--- config.mk ---
export PLATFORM = sky130hd
export DESIGN_NAME = sap_controller
export DESIGN_NICKNAME = d
export VERILOG_FILES = /design/src/rtl/sap_controller.sv
export SDC_FILE = /design/constraint.sdc
export NUM_CORES = 1
export LEC_CHECK = 0
export CAP_MARGIN = 15
export CORE_AREA = 2 2 39 41
export CTS_CLUSTER_SIZE = 20
export DETAILED_ROUTE_END_ITERATION = 10
export DIE_AREA = 0 0 41 43
export PLACE_DENSITY = 0.65
export RECOVER_POWER = 50
export SYNTH_ARGS = -nofsm -noshare
export SYNTH_HDL_FRONTEND = slang
export SYNTH_SLANG_ARGS = --single-unit
--- constraint.sdc ---
create_clock -name clk -period 1.43 [get_ports clk]
set_clock_uncertainty 0.05 [all_clocks]
set_input_delay 0.143 -clock clk [delete_from_list [all_inputs] [get_ports clk]]
set_output_delay 0.143 -clock clk [all_outputs]
set_load 0.02 [all_outputs]
--- src/rtl/sap_controller.sv ---
// SAP-1 style microcode controller: sequences IDLE, fetch (T1..T3),
// execute (T4..T6) and HALT, decoding bus/load controls from state and opcode.
module sap_controller #(
    parameter logic [3:0] OP_LDA = 4'h0,
    parameter logic [3:0] OP_ADD = 4'h1,
    parameter logic [3:0] OP_SUB = 4'h2,
    parameter logic [3:0] OP_OUT = 4'hE,
    parameter logic [3:0] OP_HLT = 4'hF
) (
    input  logic       clk,
    input  logic       rst,
    input  logic       run,
    input  logic [3:0] opcode,
    output logic       pc_inc,
    output logic       pc_en,
    output logic       mar_load,
    output logic       ram_en,
    output logic       ir_load,
    output logic       ir_en,
    output logic       a_load,
    output logic       a_en,
    output logic       b_load,
    output logic       add,
    output logic       sub,
    output logic       alu_en,
    output logic       out_load,
    output logic       halt,
    output logic [5:0] t_state
);

    localparam logic [2:0] S_IDLE = 3'd0;
    localparam logic [2:0] S_T1   = 3'd1;
    localparam logic [2:0] S_T2   = 3'd2;
    localparam logic [2:0] S_T3   = 3'd3;
    localparam logic [2:0] S_T4   = 3'd4;
    localparam logic [2:0] S_T5   = 3'd5;
    localparam logic [2:0] S_T6   = 3'd6;
    localparam logic [2:0] S_HALT = 3'd7;

    logic [2:0] state_q;
    logic [2:0] state_d;

    // Opcode classes shared by the execute-phase decode.
    logic is_lda, is_add, is_sub, is_out;
    assign is_lda = (opcode == OP_LDA);
    assign is_add = (opcode == OP_ADD);
    assign is_sub = (opcode == OP_SUB);
    assign is_out = (opcode == OP_OUT);

    // Next-state: run is only consulted at instruction boundaries (IDLE, T6).
    always_comb begin
        state_d = state_q;
        case (state_q)
            S_IDLE:  state_d = run ? S_T1 : S_IDLE;
            S_T1:    state_d = S_T2;
            S_T2:    state_d = S_T3;
            S_T3:    state_d = S_T4;
            S_T4:    state_d = (opcode == OP_HLT) ? S_HALT : S_T5;
            S_T5:    state_d = S_T6;
            S_T6:    state_d = run ? S_T1 : S_IDLE;
            S_HALT:  state_d = S_HALT;
            default: state_d = S_IDLE;
        endcase
    end

    // State register; reset aborts any instruction straight back to IDLE.
    always_ff @(posedge clk or negedge rst) begin
        if (!rst) state_q <= S_IDLE;
        else      state_q <= state_d;
    end

    // Control decode: purely combinational so reset clears every output at once.
    always_comb begin
        pc_inc   = 1'b0;
        pc_en    = 1'b0;
        mar_load = 1'b0;
        ram_en   = 1'b0;
        ir_load  = 1'b0;
        ir_en    = 1'b0;
        a_load   = 1'b0;
        a_en     = 1'b0;
        b_load   = 1'b0;
        add      = 1'b0;
        sub      = 1'b0;
        alu_en   = 1'b0;
        out_load = 1'b0;
        halt     = 1'b0;
        case (state_q)
            S_T1: begin
                pc_en    = 1'b1;
                mar_load = 1'b1;
            end
            S_T2: pc_inc = 1'b1;
            S_T3: begin
                ram_en  = 1'b1;
                ir_load = 1'b1;
            end
            S_T4: begin
                if (is_lda || is_add || is_sub) begin
                    ir_en    = 1'b1;
                    mar_load = 1'b1;
                end else if (is_out) begin
                    a_en     = 1'b1;
                    out_load = 1'b1;
                end
            end
            S_T5: begin
                if (is_lda) begin
                    ram_en = 1'b1;
                    a_load = 1'b1;
                end else if (is_add || is_sub) begin
                    ram_en = 1'b1;
                    b_load = 1'b1;
                end
            end
            S_T6: begin
                if (is_add) begin
                    alu_en = 1'b1;
                    add    = 1'b1;
                    a_load = 1'b1;
                end else if (is_sub) begin
                    alu_en = 1'b1;
                    sub    = 1'b1;
                    a_load = 1'b1;
                end
            end
            S_HALT:  halt = 1'b1;
            default: ;
        endcase
    end

    // One-hot ring-counter view of the T-state; zero in IDLE and HALT.
    always_comb begin
        t_state = 6'b000000;
        case (state_q)
            S_T1:    t_state = 6'b000001;
            S_T2:    t_state = 6'b000010;
            S_T3:    t_state = 6'b000100;
            S_T4:    t_state = 6'b001000;
            S_T5:    t_state = 6'b010000;
            S_T6:    t_state = 6'b100000;
            default: t_state = 6'b000000;
        endcase
    end

endmodule

# == Word level (Yosys, flattened, before mapping) ==
# Index checks and enable logic that the tools add are counted.
# op_classes
muxes,28
n_eq_ne,11
n_reduce_logical,6
# ops
op,n
$pmux 6 s6,1
$mux 1,22
$pmux 3 s7,1
$eq 3x3->1 const B,4
$eq 4x4->1 const B,2
$eq 3x2->1 const B,2
$pmux 1 s2,3
$eq 4x1->1 const B,1
$eq 4x2->1 const B,1
$logic_not 4->1,1
$eq 3x1->1 const B,1
$logic_not 3->1,1
$logic_or 1x1->1,3
$mux 2,1
$reduce_or 2->1,1
# totals
register_bits,3
word_cells,46
in_bits,7
out_inout_bits,20

# == Longest topological paths before layout ==
# Gate-level depths: netlist of run 1.
# depth
depth_word,5
ltp_mapped,4
depth_no_buf,3

# == Worst setup path after synthesis of run 1 ==
# OpenSTA, ideal clock, no wires.
# synth_timing
path_kind,register to output
startpoint,reg state_q[1]
endpoint,out out_load
arrival_time_ps,1733
n_path_buf,2
path_stages_with_launch,5
setup_slack_ps,-496
t_required_ps,1237
path_cell_list,dfrtp_1 -> buf_6 -> nand2b_1 -> nor4_1 -> buf_4
# synth_between
elab_chain_len,2
# synth_lines
element,line,text
"start, declared",40,logic [2:0] state_q;
"start signal, assigned",69,else state_q <= state_d;
$eq 3x3->1,--,
$mux 1,--,
"end, declared",26,"output logic out_load,"
# No other way between the ends.

# == Worst setup path in the final report of run 1 ==
# layout_timing
startpoint,reg state_q[1]
endpoint,out a_load
# layout_between
elab_chain_len,2
elab_cells_between_ends,3
cone_classes,2 x eq/ne; 1 x mux
# layout_lines
element,line,text
$eq 3x3->1,88,case (state_q)
$pmux 1 s2 *,88,
"end, declared",20,"output logic a_load,"
# Every way passes the cells marked *; elsewhere a longest branch is shown, timed or not.

==> results by group, run 1 <==
Run status
  – Status: finished with violations
  – Failing checks: setup timing

Die
  – Initial Util: 26.4%
  – Core area: 1380 um2
  – Chip height: 43 um
  – Die Span X: 41 um
  – FP Rows: 14
  – Die area: 1760 um2
  – I/O pin total: 27

Clock tree
  – Max H-tree Level: 1
  – Skew-Pair Late Insertion Delay: 0.24 ns
  – CTS Root Buffer Type: clkbuf_4
  – CTS tree: yes
  – Clock sinks: 3
  – CTS buffer count: 3
  – CTS clock-pin slew for the worst setup and hold paths: 0.04 ns
  – Clock tree buffer depth: 2

Detailed routing
  – Antenna Nets Post-Route: 0
  – Post-Route WL: 1.36 mm
  – Avg Vias per Cell: 4.67
  – Detailed router's first-iteration violation count: 4
  – Vias after detailed routing: 528
  – DRC Markers: 0
  – Drt wl/cell: 12.1 um
  – DR pass1 iterations: 4

STA
  – Final setup violation count: 15
  – Final Hold Vio Count: 0
  – Tmin final: 1.62 ns
  – Final worst-path setup slack: -0.192 ns
  – TNS Setup: -1.45 ns
  – Slew headroom: 83.6%
  – Slew Limit Fails: 0
  – Least-Margin Pin Slew: 0.243 ns
  – Tcrit/Tclk final: 113%
  – RSZ-0062 raised after global routing: true
  – Max Fclk: 0.617 GHz

Setup path
  – Reg-to-reg slack, setup: 0.15 ns
  – Worst path required time: 1.24 ns
  – Crit path max-delay family: simple AND/OR/NAND/NOR gates
  – Critical-path maximum fanout: 4
  – Buf/Inv on CP: 1
  – WP data arrival: 1.43 ns
  – Crit path kind: flop to output port
  – Crit path largest cell delay: 0.51 ns
  – Cell with the largest stage delay on the worst path: or4b_4
  – Startpoint types: flop
  – Cell Chain, Critical Path: or4b_4 > a21oi_4 > buf_6
  – Crit end category: output port

Logic synthesis
  – Mapped Avg Cell Area: 7.03 um2
  – Seq/Total Area, Yosys: 20.5%
  – Synth top area share: 20.5%
  – Area contributors post-synth: dfrtp_1 21%, nor2_1 9.2%, nand2b_1 8.6%
  – Post-synth top area cell: dfrtp_1
  – Most numerous cell in the Yosys netlist: nor2_1
  – Top post-synthesis cells by count: 9 x nor2_1, 5 x nand2b_1, 4 x nand2_1, 4 x nor2b_1
  – Synth Register Bits: 3
  – Synth unique cells: 24
  – EDFF count, synth: 0
  – Async S/R FF share, synth: 100%
  – Synthesized area: 365 um2
  – Syn nets: 59
  – Ys Warns: 0
  – Cells after Synth: 52
  – Post-synth top flop: dfrtp_1

Global routing
  – All-Layer GR Usage: 15.2%
  – Initial antenna violation count: 0
  – Total gr overflow: 0
  – First-pass GRT wire length: 1.86 mm
  – Largest net degree at the start of global routing: 15
  – Vias in the first global route: 462

Cells and area
  – FILL cells: 126
  – Number of diodes: 0
  – Nets: 105
  – Layout cell share with drive strength beyond 1: 63.9%
  – Layout Cells excl Fill: 113
  – Layout area overhead: 140%
  – Fin util: 63.5%
  – Design Area, Final: 878 um2

Place
  – Placer congestion estimate: 0.742
  – Post-DP Area: 763 um2
  – Placed insts: 105
  – I/O Buffers: 26
  – HPWL Detailed: 870 um

Pwr
  – Pwr dens: 2120 nW/um2
  – VDD IR max: 1.51 mV
  – Pwr Total: 1870 uW
  – Pleak: 0.000411 uW

Flow run
  – Max cap viols: 0

Worst hold path
  – Hold WC Path Type: input port to async pin
==> path summary, 6_finish.rpt <==
check / cells after the start / start / to
setup reg to reg: 6 / state_q[1]$_DFF_PN0_ / state_q[1]$_DFF_PN0_
hold / removal: 1 / rst / state_q[0]$_DFF_PN0_
hold reg to reg: 3 / flop / flop
setup / recovery: 3 / state_q[1]$_DFF_PN0_ / a_load
min in group clk: 3 / opcode[2] / state_q[1]$_DFF_PN0_
max in group asynchronous: 1 / rst / async pin
==> worst reg2reg max path, cell delays in order, from the launching register on <==
cell and delay, ns:
dfrtp_1 0.42, buf_6 0.15, buf_6 0.11, nor2b_4 0.13
buf_4 0.12, nor2_1 0.08, o22ai_1 0.10
==> cell type report <==
cell class / instances / area (um2) / share of cell area [%]
clock buffer: 4 / 26.3 / 2.99
multi-input combinational: 44 / 350 / 39.9
sequential: 3 / 77.6 / 8.83
tap: 16 / 20.0 / 2.28
timing repair buffer: 46 / 404 / 46.0
==> through the flow <==
step | setup slack, ns | hold slack (ns)
after floorplan | -0.0682 | -0.203
after global placement | -0.682 | 0.289
after detailed placement | -0.704 | 0.290
after CTS | -0.170 | 0.0446
after global routing | -0.225 | 0.111
final | -0.192 | 0.106
==> cell families after synthesis <==
kind of cell              after synthesis  share of synthesized area, %
and+or+nand+nor                        37                          57.2
buffers and inverters                   5                          9.59
AOI/OAI and AO/OA                       6                          10.3
DFF                                     3                          20.5
xor gates and xnor gates                1                          2.40
==> timing repair <==
item | 4_1_cts | 5_1_grt
pin swaps | 2 | 3
endpoints found under the setup margin | 20 | 19
setup buffers | 1 | 2
gates resized for setup | 102 | 27
gates cloned | 0 | 1
hold buffers | 0 | 0
==> layout by cell type, fill, tap and decap left out, types with 2 or more instances in the layout <==
master,count
nor2_4,2
clkbuf_4,3
buf_6,11
dfrtp_2,2
nand2_1,3
and2_4,2
nand3_1,2
nor3b_1,2
buf_2,5
nor2b_4,2
clkdlybuf4s15_2,2
nand2b_1,4
dlygate4sd2_1,4
nor2_1,7
buf_4,21
==> layer usage <==
metal,track usage (%),part of all wire (%)
met5,0,0
met4,8.00,4.8
met3,3.14,3.8
met2,24.4,53
met1,17.7,39
==> power breakdown <==
part	internal (uW)	switching, uW	total, uW
registers	137	64.2	201
logic	791	719	1510
clock network	105	48.9	154
total	1030	833	1870
Note: power is estimated with default switching activity, not from simulation.
==> run 2, diff against run 1 <==
--- a/config.mk
+++ b/config.mk
@@ -10,7 +10,7 @@
 export CTS_CLUSTER_SIZE = 20
 export DETAILED_ROUTE_END_ITERATION = 10
 export DIE_AREA = 0 0 41 43
-export PLACE_DENSITY = 0.65
+export PLACE_DENSITY = 0.67
 export RECOVER_POWER = 50
 export SYNTH_ARGS = -nofsm -noshare
 export SYNTH_HDL_FRONTEND = slang
==> run 2 against run 1 <==
Effect of this change: the flow still finishes with violations (setup timing); via count grew 1.9%; maximum frequency up 0.21%; worst setup slack gained 0.0034 ns.
==> results by group, run 2 (same netlist as run 1, synthesis figures left out) <==
Clock tree
  – CTS tree: yes
  – CTS buffer count: 3
  – Clock sinks: 3
  – CTS clock-pin slew for the worst setup and hold paths: 0.04 ns
  – Hold_buf cts: 0
  – Max H-tree Level: 1
  – Skew-Pair Late Insertion Delay: 0.24 ns
  – Clock tree buffer depth: 2
  – CTS Root Buffer Type: clkbuf_4

Detailed routing
  – Drt wl/cell: 12.1 um
  – DR pass1 iterations: 4
  – Avg Vias per Cell: 4.68
  – Vias after detailed routing: 538
  – Antenna Nets Post-Route: 0
  – Detailed router's first-iteration violation count: 4
  – Post-Route WL: 1.39 mm
  – DRC Markers: 0

Pwr
  – Pwr Total: 1810 uW
  – Pleak: 0.000422 uW
  – VDD IR max: 1.30 mV
  – Pwr dens: 2070 nW/um2

STA
  – Final worst-path setup slack: -0.188 ns
  – Hold_ws: 0.107 ns
  – Max Fclk: 0.618 GHz
  – Final setup violation count: 15
  – TNS Setup: -1.05 ns
  – Slew Limit Fails: 0
  – RSZ-0062 raised after global routing: true
  – Tcrit/Tclk final: 113%
  – Final Hold Vio Count: 0
  – Least-Margin Pin Slew: 0.224 ns
  – Tmin final: 1.62 ns
  – Slew headroom: 85.0%

Global routing
  – Largest net degree at the start of global routing: 15
  – All-Layer GR Usage: 15.3%
  – First-pass GRT wire length: 1.84 mm
  – Vias in the first global route: 462
  – Initial antenna violation count: 0
  – GR peak layer: met2
  – Total gr overflow: 0
  – Met2 GRT Util: 23.8%
  – GR Layer Usage met3: 2.09%
  – Grt met1 use: 17.4%

Setup path
  – Reg-to-reg slack, setup: 0.18 ns
  – WP data arrival: 1.43 ns
  – RR Endpoint: state_q[0]$_DFF_PN0_
  – Critical-path maximum fanout: 5
  – Crit path kind: flop to output port
  – Cell Chain, Critical Path: or4b_4 > a21oi_4 > buf_6
  – Cell with the largest stage delay on the worst path: or4b_4
  – Crit end category: output port
  – Worst r2r src: state_q[1]$_DFF_PN0_
  – Startpoint types: flop
  – Crit path largest cell delay: 0.50 ns
  – FF-to-FF path depth: 5
  – Worst path required time: 1.24 ns

Run status
  – Status: finished with violations
  – Failing checks: setup timing

Cells and area
  – Area of the multi-input gates: 355 um2
  – Most frequent cells in the layout: 27 x buf_4, 10 x buf_6, 5 x nor2_1
  – Commonest non-fill, non-tap cell in the layout: buf_4
  – Layout area overhead: 139%
  – Fin util: 63.0%
  – Nets: 107
  – Layout cell share with drive strength beyond 1: 65.7%
  – Number of diodes: 0
  – Storage cell area: 75.1 um2
  – FILL cells: 131

Place
  – Placer congestion estimate: 0.745
  – HPWL Detailed: 835 um
  – I/O Buffers: 26

Die
  – FP Rows: 14
  – Initial Util: 26.4%
  – I/O pin total: 27
  – Die area: 1760 um2
  – Die Span X: 41 um
  – Chip height: 43 um
  – Core area: 1380 um2

Flow run
  – Max cap viols: 0

Worst hold path
  – Hold WC Path Type: input port to async pin
run 2: changes by cell type in the layout (fill, tap and decap cells not counted), sizes merged:
cell and change:
clkbuf +1, buf +3, clkdlybuf4s15 -2
run 2: worst max-delay path by stage:
stage,endpoint,cells past startpoint,slack [ns],from
2_1_floorplan,out_load,4,-0.07,state_q[1]$_DFF_PN0_
3_3_place_gp,a_load,4,-0.68,opcode[0]
3_5_place_dp,a_load,4,-0.70,opcode[0]
4_1_cts,a_load,3,-0.16,state_q[1]$_DFF_PN0_
5_1_grt,a_load,3,-0.23,state_q[0]$_DFF_PN0_
6_report,a_load,3,-0.19,state_q[0]$_DFF_PN0_
run 2: what timing repair did:
| action | 4_1_cts | 5_1_grt |
|---|---|---|
| endpoints found under the setup margin | 20 | 20 |
| gates resized for setup | 99 | 31 |
| buffers inserted | 3 | 4 |
| pin swaps | 4 | 4 |
| gates cloned | 0 | 1 |
run 2: area by class of cell:
class                           count  area share [%]
Tap cell                           16            2.30
Multi-Input combinational cell     44            40.7
Sequential cell                     3            8.61
Timing Repair Buffer               48            45.3
Clock buffer                        4            3.01
run 2: power by group:
part / internal (uW) / leakage (uW) / switching [uW]
combinational: 765 / 0.000372 / 687
clock: 105 / 0.0000150 / 49.2
sequential: 131 / 0.0000350 / 70.2
run 2: routing by layer:
layer  vias to the layer above  wire [um]
met5                         -          0
met4                         0         19
met3                         4         89
met2                        22        778
met1                       242        507
li1                        270          -
run 2: critical path: cells and delay by family, from the launching register on:
kind,cells,cell delay (ns)
flip-flops,1,0.43
AO/OA/AOI/OAI,1,0.13
buffers and inverters,1,0.12
AND/OR/NAND/NOR,1,0.50
run 2: per-stage QoR:
| stage | instances | cell area [um2] | setup WS (ns) |
|---|---|---|---|
| after floorplan | 52 | 398 | -0.0682 |
| after global routing | 115 | 872 | -0.226 |
| final | 115 | 872 | -0.188 |
| after CTS | 110 | 806 | -0.164 |
| after detailed placement | 103 | 748 | -0.703 |
| after global placement | 103 | 748 | -0.684 |
